==> config.mk <==
export PLATFORM = sky130hd
export DESIGN_NAME = chinpo_mc_control_v2_flat
export DESIGN_NICKNAME = d
export VERILOG_FILES = /design/src/rtl/chinpo_mc_control_v2_if.sv /design/src/rtl/chinpo_mc_control_v2.sv /design/src/flat_wrapper.sv
export SDC_FILE = /design/constraint.sdc
export NUM_CORES = 1
export LEC_CHECK = 0
export BUFFER_PORTS_ARGS = -buffer_cell sky130_fd_sc_hd__buf_2
export CORE_ASPECT_RATIO = 1.25
export CORE_MARGIN = 3
export CORE_UTILIZATION = 48
export DETAILED_ROUTE_END_ITERATION = 8
export PLACE_DENSITY_LB_ADDON = 0.15
export SYNTH_ARGS = -nofsm -noshare
export SYNTH_HDL_FRONTEND = slang
export SYNTH_SLANG_ARGS = --single-unit
export TNS_END_PERCENT = 10
==> constraint.sdc <==
create_clock -name CLK -period 2.25 [get_ports CLK]
set_input_delay 0.225 -clock CLK [delete_from_list [all_inputs] [get_ports CLK]]
set_output_delay 0.225 -clock CLK [all_outputs]
set_load 0.03 [all_outputs]
==> src/rtl/chinpo_mc_control_v2_if.sv <==
// Control bundle between the CHINPO multicycle controller and its datapath:
// IR/comparator/memory status in, datapath enables and selects out.
interface chinpo_mc_control_v2_if #(
    parameter int OPCODE_W  = 4,
    parameter int ALUSRCB_W = 3
);
    logic [OPCODE_W-1:0]  Opcode;
    logic                 Branch;
    logic [3:0]           IR;
    logic                 MemReady;
    logic                 Stall;

    logic                 PCWrite;
    logic                 IRWrite;
    logic                 RegWrite;
    logic                 MemRead;
    logic                 MemWrite;
    logic                 MemAddr;
    logic                 WriteDataSrc;
    logic                 ALUSrcA;
    logic [ALUSRCB_W-1:0] ALUSrcB;
    logic [1:0]           ALUOp;
    logic                 MVA;
    logic                 MVB;
    logic                 CLRA;
    logic                 CLRB;
    logic                 Fault;
    logic [3:0]           current_state;
    logic [3:0]           next_state;

    // Datapath side: drives status, receives control.
    modport master (
        output Opcode, Branch, IR, MemReady, Stall,
        input  PCWrite, IRWrite, RegWrite, MemRead, MemWrite, MemAddr,
        input  WriteDataSrc, ALUSrcA, ALUSrcB, ALUOp,
        input  MVA, MVB, CLRA, CLRB, Fault, current_state, next_state
    );

    // Controller side: receives status, drives control.
    modport slave (
        input  Opcode, Branch, IR, MemReady, Stall,
        output PCWrite, IRWrite, RegWrite, MemRead, MemWrite, MemAddr,
        output WriteDataSrc, ALUSrcA, ALUSrcB, ALUOp,
        output MVA, MVB, CLRA, CLRB, Fault, current_state, next_state
    );
endinterface

==> src/rtl/chinpo_mc_control_v2.sv <==
// CHINPO multicycle control FSM: sequences fetch/decode/execute, waits on the
// memory-ready handshake with a bounded wait counter, and locks into a sticky
// FAULT state on timeout or an illegal opcode until Reset.
module chinpo_mc_control_v2 #(
    parameter int OPCODE_W      = 4,
    parameter int ALUSRCB_W     = 3,
    parameter int MEM_HANDSHAKE = 1,
    parameter int MAX_WAIT      = 15
) (
    input  logic                    CLK,
    input  logic                    Reset,
    chinpo_mc_control_v2_if.slave   bus
);
    localparam int WAIT_W     = (MAX_WAIT > 1) ? $clog2(MAX_WAIT + 1) : 1;
    localparam bit TIMEOUT_EN = (MAX_WAIT > 0);

    typedef enum logic [3:0] {
        FETCH     = 4'd0,  DECODE   = 4'd1,  DR       = 4'd2,  I_ST     = 4'd3,
        SW_ADDR   = 4'd4,  BEQ      = 4'd5,  J_ST     = 4'd6,  JR       = 4'd7,
        DR_WRITE  = 4'd8,  SW_WRITE = 4'd9,  LW_READ  = 4'd10, LW_WRITE = 4'd11,
        JAL       = 4'd12, RESET_ST = 4'd13, FAULT_ST = 4'd14
    } state_t;

    state_t            state_r;
    state_t            next_s;
    logic [WAIT_W-1:0] wait_cnt_r;
    logic              mem_ready_s;
    logic              op_illegal_s;
    logic              wait_cycle_s;
    logic              timeout_s;
    logic [3:0]        op_s;

    // Without the handshake every memory access completes in one cycle.
    assign mem_ready_s = (MEM_HANDSHAKE != 0) ? bus.MemReady : 1'b1;
    assign op_s        = bus.Opcode[3:0];

    generate
        if (OPCODE_W > 4) begin : g_wide_op
            assign op_illegal_s = |bus.Opcode[OPCODE_W-1:4];
        end else begin : g_narrow_op
            assign op_illegal_s = 1'b0;
        end
    endgenerate

    // A wait cycle is a non-stalled cycle in a memory state with memory not ready.
    always_comb begin
        wait_cycle_s = 1'b0;
        if ((state_r == FETCH && !bus.Stall) || state_r == LW_READ || state_r == SW_WRITE) begin
            wait_cycle_s = !mem_ready_s;
        end else begin
            wait_cycle_s = 1'b0;
        end
    end

    assign timeout_s = TIMEOUT_EN && wait_cycle_s && (wait_cnt_r == WAIT_W'(MAX_WAIT));

    // Next-state decode; opcode is read straight from the IR-held field.
    always_comb begin
        next_s = state_r;
        case (state_r)
            FETCH: begin
                if (timeout_s)                        next_s = FAULT_ST;
                else if (mem_ready_s && !bus.Stall)   next_s = DECODE;
                else                                  next_s = FETCH;
            end
            DECODE: begin
                if (op_illegal_s) begin
                    next_s = FAULT_ST;
                end else begin
                    case (op_s)
                        4'd3:                               next_s = JR;
                        4'd4, 4'd9, 4'd10, 4'd13:           next_s = I_ST;
                        4'd0, 4'd1, 4'd2, 4'd5, 4'd6, 4'd7: next_s = DR;
                        4'd8, 4'd11:                        next_s = J_ST;
                        4'd14, 4'd15:                       next_s = SW_ADDR;
                        4'd12:                              next_s = bus.Branch ? BEQ : FETCH;
                        default:                            next_s = FAULT_ST;
                    endcase
                end
            end
            DR, I_ST:  next_s = DR_WRITE;
            SW_ADDR: begin
                // Only 14/15 reach here; anything else means the IR changed under us.
                if (op_s == 4'd15)      next_s = SW_WRITE;
                else if (op_s == 4'd14) next_s = LW_READ;
                else                    next_s = FAULT_ST;
            end
            BEQ:       next_s = FETCH;
            JR:        next_s = J_ST;
            J_ST:      next_s = (op_s == 4'd11) ? JAL : FETCH;
            DR_WRITE, JAL, LW_WRITE: next_s = FETCH;
            SW_WRITE: begin
                if (timeout_s)        next_s = FAULT_ST;
                else if (mem_ready_s) next_s = FETCH;
                else                  next_s = SW_WRITE;
            end
            LW_READ: begin
                if (timeout_s)        next_s = FAULT_ST;
                else if (mem_ready_s) next_s = LW_WRITE;
                else                  next_s = LW_READ;
            end
            RESET_ST:  next_s = FETCH;
            FAULT_ST:  next_s = FAULT_ST;
            default:   next_s = FAULT_ST;
        endcase
    end

    // State register and wait counter; counter restarts on every state change.
    always_ff @(posedge CLK or posedge Reset) begin
        if (Reset) begin
            state_r    <= RESET_ST;
            wait_cnt_r <= {WAIT_W{1'b0}};
        end else begin
            state_r <= next_s;
            if (next_s != state_r) begin
                wait_cnt_r <= {WAIT_W{1'b0}};
            end else if (TIMEOUT_EN && wait_cycle_s) begin
                wait_cnt_r <= wait_cnt_r + WAIT_W'(1);
            end else begin
                wait_cnt_r <= wait_cnt_r;
            end
        end
    end

    // Datapath controls decoded from the current state, gated by memory ready.
    always_comb begin
        bus.PCWrite      = 1'b0;
        bus.IRWrite      = 1'b0;
        bus.RegWrite     = 1'b0;
        bus.MemRead      = 1'b0;
        bus.MemWrite     = 1'b0;
        bus.MemAddr      = 1'b0;
        bus.WriteDataSrc = 1'b0;
        bus.ALUSrcA      = 1'b0;
        bus.ALUSrcB      = {ALUSRCB_W{1'b0}};
        bus.ALUOp        = 2'd0;
        bus.MVA          = 1'b0;
        bus.MVB          = 1'b0;
        bus.CLRA         = 1'b0;
        bus.CLRB         = 1'b0;
        bus.Fault        = 1'b0;
        case (state_r)
            FETCH: begin
                bus.MemRead = 1'b1;
                bus.ALUSrcB = ALUSRCB_W'(3'd4);
                bus.ALUOp   = 2'd2;
                bus.IRWrite = mem_ready_s & ~bus.Stall;
                bus.PCWrite = mem_ready_s & ~bus.Stall;
            end
            DECODE: begin
                bus.ALUSrcB = ALUSRCB_W'(3'd3);
                bus.ALUOp   = 2'd0;
            end
            DR: begin
                bus.ALUSrcA = 1'b1;
                bus.ALUOp   = 2'd1;
                {bus.MVA, bus.MVB, bus.CLRA, bus.CLRB} = bus.IR;
            end
            I_ST, SW_ADDR: begin
                bus.ALUSrcA = 1'b1;
                bus.ALUSrcB = ALUSRCB_W'(3'd3);
                bus.ALUOp   = (state_r == I_ST) ? 2'd2 : 2'd0;
            end
            BEQ: begin
                bus.ALUSrcA = 1'b1;
                bus.ALUOp   = 2'd1;
                bus.PCWrite = 1'b1;
            end
            JR: begin
                bus.ALUOp = 2'd3;
                {bus.MVA, bus.MVB, bus.CLRA, bus.CLRB} = bus.IR;
            end
            J_ST: begin
                bus.ALUOp   = 2'd3;
                bus.PCWrite = 1'b1;
            end
            DR_WRITE, JAL: bus.RegWrite = 1'b1;
            SW_WRITE: begin
                bus.MemAddr  = 1'b1;
                bus.MemWrite = mem_ready_s;
            end
            LW_READ: begin
                bus.MemAddr = 1'b1;
                bus.MemRead = 1'b1;
            end
            LW_WRITE: begin
                bus.RegWrite     = 1'b1;
                bus.WriteDataSrc = 1'b1;
            end
            FAULT_ST: bus.Fault = 1'b1;
            default:  bus.Fault = 1'b0;
        endcase
    end

    assign bus.current_state = state_r;
    assign bus.next_state    = next_s;
endmodule
==> src/flat_wrapper.sv <==
// flat-port wrapper written by rule: the top's interface ports become plain ports
module chinpo_mc_control_v2_flat 
#(
    parameter int OPCODE_W      = 4,
    parameter int ALUSRCB_W     = 3,
    parameter int MEM_HANDSHAKE = 1,
    parameter int MAX_WAIT      = 15
)
  (CLK, Reset, bus_Opcode, bus_Branch, bus_IR, bus_MemReady, bus_Stall, bus_PCWrite, bus_IRWrite, bus_RegWrite, bus_MemRead, bus_MemWrite, bus_MemAddr, bus_WriteDataSrc, bus_ALUSrcA, bus_ALUSrcB, bus_ALUOp, bus_MVA, bus_MVB, bus_CLRA, bus_CLRB, bus_Fault, bus_current_state, bus_next_state);
  chinpo_mc_control_v2_if #(.OPCODE_W(OPCODE_W), .ALUSRCB_W(ALUSRCB_W)) bus_i ();
  input  logic CLK;
  input  logic Reset;
  input wire logic [$bits(bus_i.Opcode)-1:0] bus_Opcode;
  input wire logic [$bits(bus_i.Branch)-1:0] bus_Branch;
  input wire logic [$bits(bus_i.IR)-1:0] bus_IR;
  input wire logic [$bits(bus_i.MemReady)-1:0] bus_MemReady;
  input wire logic [$bits(bus_i.Stall)-1:0] bus_Stall;
  output wire logic [$bits(bus_i.PCWrite)-1:0] bus_PCWrite;
  output wire logic [$bits(bus_i.IRWrite)-1:0] bus_IRWrite;
  output wire logic [$bits(bus_i.RegWrite)-1:0] bus_RegWrite;
  output wire logic [$bits(bus_i.MemRead)-1:0] bus_MemRead;
  output wire logic [$bits(bus_i.MemWrite)-1:0] bus_MemWrite;
  output wire logic [$bits(bus_i.MemAddr)-1:0] bus_MemAddr;
  output wire logic [$bits(bus_i.WriteDataSrc)-1:0] bus_WriteDataSrc;
  output wire logic [$bits(bus_i.ALUSrcA)-1:0] bus_ALUSrcA;
  output wire logic [$bits(bus_i.ALUSrcB)-1:0] bus_ALUSrcB;
  output wire logic [$bits(bus_i.ALUOp)-1:0] bus_ALUOp;
  output wire logic [$bits(bus_i.MVA)-1:0] bus_MVA;
  output wire logic [$bits(bus_i.MVB)-1:0] bus_MVB;
  output wire logic [$bits(bus_i.CLRA)-1:0] bus_CLRA;
  output wire logic [$bits(bus_i.CLRB)-1:0] bus_CLRB;
  output wire logic [$bits(bus_i.Fault)-1:0] bus_Fault;
  output wire logic [$bits(bus_i.current_state)-1:0] bus_current_state;
  output wire logic [$bits(bus_i.next_state)-1:0] bus_next_state;
  assign bus_i.Opcode = bus_Opcode;
  assign bus_i.Branch = bus_Branch;
  assign bus_i.IR = bus_IR;
  assign bus_i.MemReady = bus_MemReady;
  assign bus_i.Stall = bus_Stall;
  assign bus_PCWrite = bus_i.PCWrite;
  assign bus_IRWrite = bus_i.IRWrite;
  assign bus_RegWrite = bus_i.RegWrite;
  assign bus_MemRead = bus_i.MemRead;
  assign bus_MemWrite = bus_i.MemWrite;
  assign bus_MemAddr = bus_i.MemAddr;
  assign bus_WriteDataSrc = bus_i.WriteDataSrc;
  assign bus_ALUSrcA = bus_i.ALUSrcA;
  assign bus_ALUSrcB = bus_i.ALUSrcB;
  assign bus_ALUOp = bus_i.ALUOp;
  assign bus_MVA = bus_i.MVA;
  assign bus_MVB = bus_i.MVB;
  assign bus_CLRA = bus_i.CLRA;
  assign bus_CLRB = bus_i.CLRB;
  assign bus_Fault = bus_i.Fault;
  assign bus_current_state = bus_i.current_state;
  assign bus_next_state = bus_i.next_state;
  chinpo_mc_control_v2 #(.OPCODE_W(OPCODE_W), .ALUSRCB_W(ALUSRCB_W), .MEM_HANDSHAKE(MEM_HANDSHAKE), .MAX_WAIT(MAX_WAIT)) u_core (.CLK(CLK), .Reset(Reset), .bus(bus_i));
endmodule
Word level (Yosys, flattened, before mapping)
Index checks and enable logic that the tools add are counted.
- output and inout port bits: 26
- bits of input ports: 13
- flip-flop bits (word level): 8
- word-level logic and storage cells: 93
- add/subtract/negate cells: 1
- reductions and logical operators: 26
- bitwise operators: 2
- equal/unequal tests: 31
- muxes and demuxes: 31
- operator list (cell ; count):
    $eq A4 B4 Y1 const B ; 16
    $pmux W4 S9 ; 1
    $eq A4 B3 Y1 const B ; 8
    $mux W4 ; 8
    $pmux W4 S6 ; 1
    $reduce_or A2 Y1 ; 10
    $eq A4 B2 Y1 const B ; 4
    $mux W1 ; 15
    $eq A4 B1 Y1 const B ; 2
    $logic_not A4 Y1 ; 2
    $pmux W2 S4 ; 1
    $reduce_or A4 Y1 ; 2
    $mux W3 ; 2
    $pmux W3 S2 ; 1
    $reduce_or A3 Y1 ; 2
    $reduce_or A6 Y1 ; 1
    $reduce_or A5 Y1 ; 1
    $add A4 B1 Y4 const B ; 1
    $ne A4 B4 Y1 ; 1
    $logic_and A1 B1 Y1 ; 3
    $logic_not A1 Y1 ; 2
    $logic_or A1 B1 Y1 ; 2
    $mux W2 ; 1
    $pmux W1 S2 ; 1
    3 further kinds ; 3

Longest topological paths before layout
- depth in word-level cells: 10
- gate-level depth with buffers: 7
- mapped depth without buffers: 6

Worst setup path before layout
OpenSTA, ideal clock, no wires.
- path type: reg2out
- start point: register u_core.state_r[1] (netlist: u_core.bus.current_state[1])
- end point: output bus_PCWrite
- cell stages (with the launch flop): 5
- required time: 2.025 ns
- path buffers: 1
- path slack: -1.011 ns
- arrival time: 3.036 ns
- cell sequence: dfrtp_1 buf_6 nor4_1 nor3b_1 o21bai_1
- word-level cells in the longest chain between the ends: 3
- elaborated cells between the ends (all ways): 5
- those cells by class: eq/ne: 2; mux: 1; reduce/logical: 2
- ends and longest elaborated chain (item ; RTL line ; source):
    from (decl) ; chinpo_mc_control_v2.sv:24 ; state_t state_r;
    from (signal assigned) ; chinpo_mc_control_v2.sv:114 ; state_r <= next_s;
    $eq A4 B3 Y1 ; chinpo_mc_control_v2.sv:142 ; case (state_r)
    $reduce_or A2 Y1 (no line) ; -- ;
    $pmux W1 S2 * ; chinpo_mc_control_v2.sv:142 ;
    to (decl) ; flat_wrapper.sv:18 ; output wire logic [$bits(bus_i.PCWrite)-1:0] bus_PCWrite;
Mark *: on every way between the ends. The rest lies on a longest branch, timed or not.

Final worst setup path
- start point: register u_core.state_r[3] (netlist: u_core.bus.current_state[3])
- end point: register u_core.wait_cnt_r[2]
- word-level cells in the longest chain between the ends: 10
- elaborated cells between the ends (all ways): 28
- those cells by class: eq/ne: 14; mux: 6; reduce/logical: 8
- ends and longest elaborated chain (item ; RTL line ; source):
    $logic_not A4 Y1 ; chinpo_mc_control_v2.sv:48, chinpo_mc_control_v2.sv:60 ;
    $logic_and A1 B1 Y1 ; chinpo_mc_control_v2.sv:48 ; if ((state_r == FETCH && !bus.Stall) || state_r == LW_READ || state_r == SW_WRITE) begin
    $logic_or A1 B1 Y1 (2 in a row) ; chinpo_mc_control_v2.sv:48 ;
    $mux W1 ; chinpo_mc_control_v2.sv:48 ;
    $logic_and A1 B1 Y1 ; chinpo_mc_control_v2.sv:55 ; assign timeout_s = TIMEOUT_EN && wait_cycle_s && (wait_cnt_r == WAIT_W'(MAX_WAIT));
    $mux W4, on equally long branches ; chinpo_mc_control_v2.sv:98, chinpo_mc_control_v2.sv:62, chinpo_mc_control_v2.sv:93 ;
    $pmux W4 S9 ; chinpo_mc_control_v2.sv:60 ; case (state_r)
    $ne A4 B4 Y1 ; chinpo_mc_control_v2.sv:115 ; if (next_s != state_r) begin
    $mux W4 / $reduce_bool A2 Y1 (equally long branches) ; -- ;
    to (signal assigned) ; chinpo_mc_control_v2.sv:116 ; wait_cnt_r <= {WAIT_W{1'b0}};
    to (signal assigned) ; chinpo_mc_control_v2.sv:118 ; wait_cnt_r <= wait_cnt_r + WAIT_W'(1);
    to (signal assigned) ; chinpo_mc_control_v2.sv:120 ; wait_cnt_r <= wait_cnt_r;
    to (decl) ; chinpo_mc_control_v2.sv:26 ; logic [WAIT_W-1:0] wait_cnt_r;
Parallel ways exist; a longest one is shown, timed or not.
A chain may end at the register's enable or synchronous reset.

==> flow_metrics.py <==
metrics = {
    "status": {
        "outcome": "completed",
    },
    "clock_network": {
        "clk_root_buffer_cell": "clkbuf_4",
        "clock_sinks": 8,
        "cts_tree": "yes",
        "cts-root-to-sink-buffers": 2,
        "clk_pin_slew_ps": 60,
        "insertion_delay_ps": 250,
        "number_of_clock_buffers_inserted_by_tritoncts": 3,
        "htree_levels": 1,
    },
    "pwr": {
        "vdd.ir_drop.worst_mv": 0.851,
        "fin_total_pwr_w": 0.00206,
        "powerDensity_mw_per_mm2": 1480,
        "power_leakage_nw": 0.662,
    },
    "route": {
        "avgRoutedWirePerCell_um": 15.4,
        "drt_iter0_markers": 31,
        "dr_total_vias": 1146,
        "first_pass_iters": 4,
        "vias_per_cell": 5.97,
        "postRouteAntennaNets": 0,
        "drc": 0,
        "drt-total-wl_um": 2950,
    },
    "layout": {
        "area_delta_synth_final_pct": 41.5,
        "filler_cell_count": 132,
        "layout.cells.most_common": "buf_2",
        "antenna_cells_inserted": 0,
        "commonest_non_fill_non_tap_cells_in_the_layout": "34 x buf_2, 19 x buf_4, 9 x nand2_1, 7 x nor2_1, 6 x inv_1",
        "drive_above_1_share": 0.468,
        "final_net_count": 188,
        "stdcell_count": 192,
    },
    "timing": {
        "grt_setup_unrepaired": "yes",
        "maxClockFrequency_mhz": 449,
        "slew_headroom": 0.622,
        "final.setup_skew_ps": 1.03,
        "timing.final.max_slew_violations": 0,
        "min_period_ps": 2230,
        "final-hold-violation-count": 0,
        "setup_viol": 0,
        "fin_setup_tns_ps": 0,
        "worst_tran_pin_value_ps": 559,
        "fin_crit_sh": 0.991,
    },
    "grt": {
        "global_route.overflow_total": 0,
        "grt_antenna_before_repair": 0,
        "grt_first_pass_wirelength_um": 4470,
        "largest_net_degree_at_the_start_of_global_routing": 19,
        "first_global_vias": 1045,
        "grt_util_all_layers": 0.226,
    },
    "placement": {
        "gpl.final_weighted_congestion": 0.895,
        "placed_cells": 176,
        "hpwlAfterDp_um": 2040,
        "place.port_buffers": 38,
    },
    "critical_path": {
        "timing.critical_path.arrival_ps": 2380,
        "reg2reg_setup_slack_ps": 20,
        "cpLargestDelayFamily": "compound AO/OA/AOI/OAI gates",
        "critical_path.max_fanout": 10,
        "worst_ep_required_time_ps": 2410,
        "cpPeakStageDelay_ps": 500,
        "critPathKind": "register to register",
        "crit_chain": "buf_4 > a311oi_2 > nor3b_1 > a2111oi_0 > o2111ai_1 > nor4_1",
        "start_kind": "register",
        "path_buf_inv": 1,
        "critical_path.endpoint_type": "register",
        "critPathSlowestCell": "dfstp_4",
    },
    "synthesis": {
        "post_synth_num_cell_types": 51,
        "postSynthNetCount": 138,
        "postSynth.asyncResetShare": 1.00,
        "synth_area_um2": 983,
        "syn_area_per_cell_um2": 7.93,
        "yosys.area.top_type_share": 0.127,
        "synth_cells": 124,
        "dominantRegCellSynth": "dfrtp_1",
        "yosys.area.top_type": "dfrtp_1",
        "synth_area_leaders": "dfrtp_1 13%, dfstp_2 8.0%, xnor2_1 4.5%",
        "synth_edf_count": 0,
        "ys.warnings.count": 0,
        "postSynthRegisterBits": 8,
        "synth-seq-area-share": 0.207,
    },
    "die": {
        "design.portCount": 39,
        "initial_utilization": 0.531,
        "fp.dieH_um": 56.6,
        "die_area_mm2": 0.00263,
        "core_area_mm2": 0.00185,
        "std_cell_rows": 17,
        "die_x_um": 46.5,
    },
    "min_path": {
        "min_path_type": "primary input to register",
    },
    "job": {
        "max_cap_violation_count": 0,
    },
}
[through the flow]
step	util	cell area (um^2)	hold slack, ps	setup WS [ps]
final	0.752	1390	411	20.9
after global routing	0.752	1390	396	-47.6
after CTS	0.693	1280	359	2.29
after detailed placement	0.650	1200	186	143
after global placement	0.650	1200	168	167
after floorplan	-	1010	38.5	-98.5
[cell usage after synthesis, types with 2 or more instances]
| cell type | count |
|---|---|
| and3_1 | 3 |
| nor4_1 | 5 |
| nand4_1 | 2 |
| nor3_1 | 5 |
| clkbuf_1 | 5 |
| nor2_1 | 7 |
| or2_2 | 2 |
| nand2_1 | 10 |
| inv_1 | 6 |
| buf_4 | 2 |
| and3b_1 | 2 |
| buf_2 | 3 |
| xor2_1 | 2 |
| o21ai_0 | 3 |
| buf_6 | 2 |
| dfstp_2 | 3 |
| a21oi_1 | 6 |
| a2111oi_0 | 2 |
| o21bai_1 | 2 |
| xnor2_1 | 5 |
| dfrtp_1 | 5 |
| o31ai_1 | 2 |
| nor3b_1 | 2 |
| nand2b_1 | 2 |
| and2_1 | 5 |
| nand3b_1 | 3 |
| nor2b_1 | 4 |
[state kept, by name, indices dropped and copies added, names as in the netlist]
signal / count
u_core.bus.current_state: 4
u_core.wait_cnt_r: 4
[per-layer routing]
| layer | routed length (um) | track usage | up-vias |
|---|---|---|---|
| met2 | 1580 | 0.382 | 46 |
| li1 | - | - | 548 |
| met5 | 0 | 0 | - |
| met4 | 81 | 0.114 | 0 |
| met1 | 1090 | 0.266 | 544 |
| met3 | 193 | 0.0256 | 8 |
[kinds of logic (layout without fill, tap and decap cells)]
| logic type | after synthesis | after routing | synth area share |
|---|---|---|---|
| AOI/OAI and AO/OA | 29 | 29 | 0.237 |
| xor gates and xnor gates | 8 | 8 | 0.0789 |
| adders and majority gates | 1 | 1 | 0.0127 |
| buffers and inverters | 18 | 67 | 0.0954 |
| DFF | 8 | 8 | 0.207 |
| muxes | 1 | 1 | 0.0102 |
| and+or+nand+nor | 59 | 59 | 0.359 |
[path summary, 6_finish.rpt]
| kind | startpoint | end | cells after the start |
|---|---|---|---|
| setup / recovery | u_core.bus.current_state[3] | u_core.wait_cnt_r[2] | 6 |
| hold / removal | bus_MemReady | u_core.bus.current_state[0] | 3 |
| setup reg to reg | u_core.bus.current_state[3] | u_core.wait_cnt_r[2] | 6 |
| hold reg to reg | u_core.wait_cnt_r[0] | u_core.wait_cnt_r[0] | 2 |
| max in group asynchronous | Reset | u_core.bus.current_state[2] | 3 |
| min in group asynchronous | Reset | u_core.wait_cnt_r[1] | 3 |
[timing repair]
| item | 4_1_cts | 5_1_grt |
|---|---|---|
| endpoints found under the hold margin | 5 | 0 |
| hold buffers | 1 | 0 |
| endpoints found under the setup margin | 2 | 8 |
| pin swaps | 1 | 6 |
| buffers inserted | 4 | 7 |
| gates resized for setup | 5 | 19 |
[cell type report]
class,count,area [um^2],area share
multi-input combinational,98,753,0.541
clock buffer,4,26.3,0.0189
inverter,6,22.5,0.0162
timing repair buffer,57,357,0.256
tap,19,23.8,0.0171
sequential,8,209,0.150
[tightest hold or removal path: stages]
cell and delay (ps):
buf_2 130, nor2_1 80, a31o_2 220
[where the power goes]
part           total (W)  internal [W]  switching [W]
logic            0.00169      0.000655        0.00103
registers       0.000254      0.000200      0.0000546
clock network   0.000119     0.0000680      0.0000510
total            0.00206      0.000923        0.00114
(Power assumes the default switching activity.)
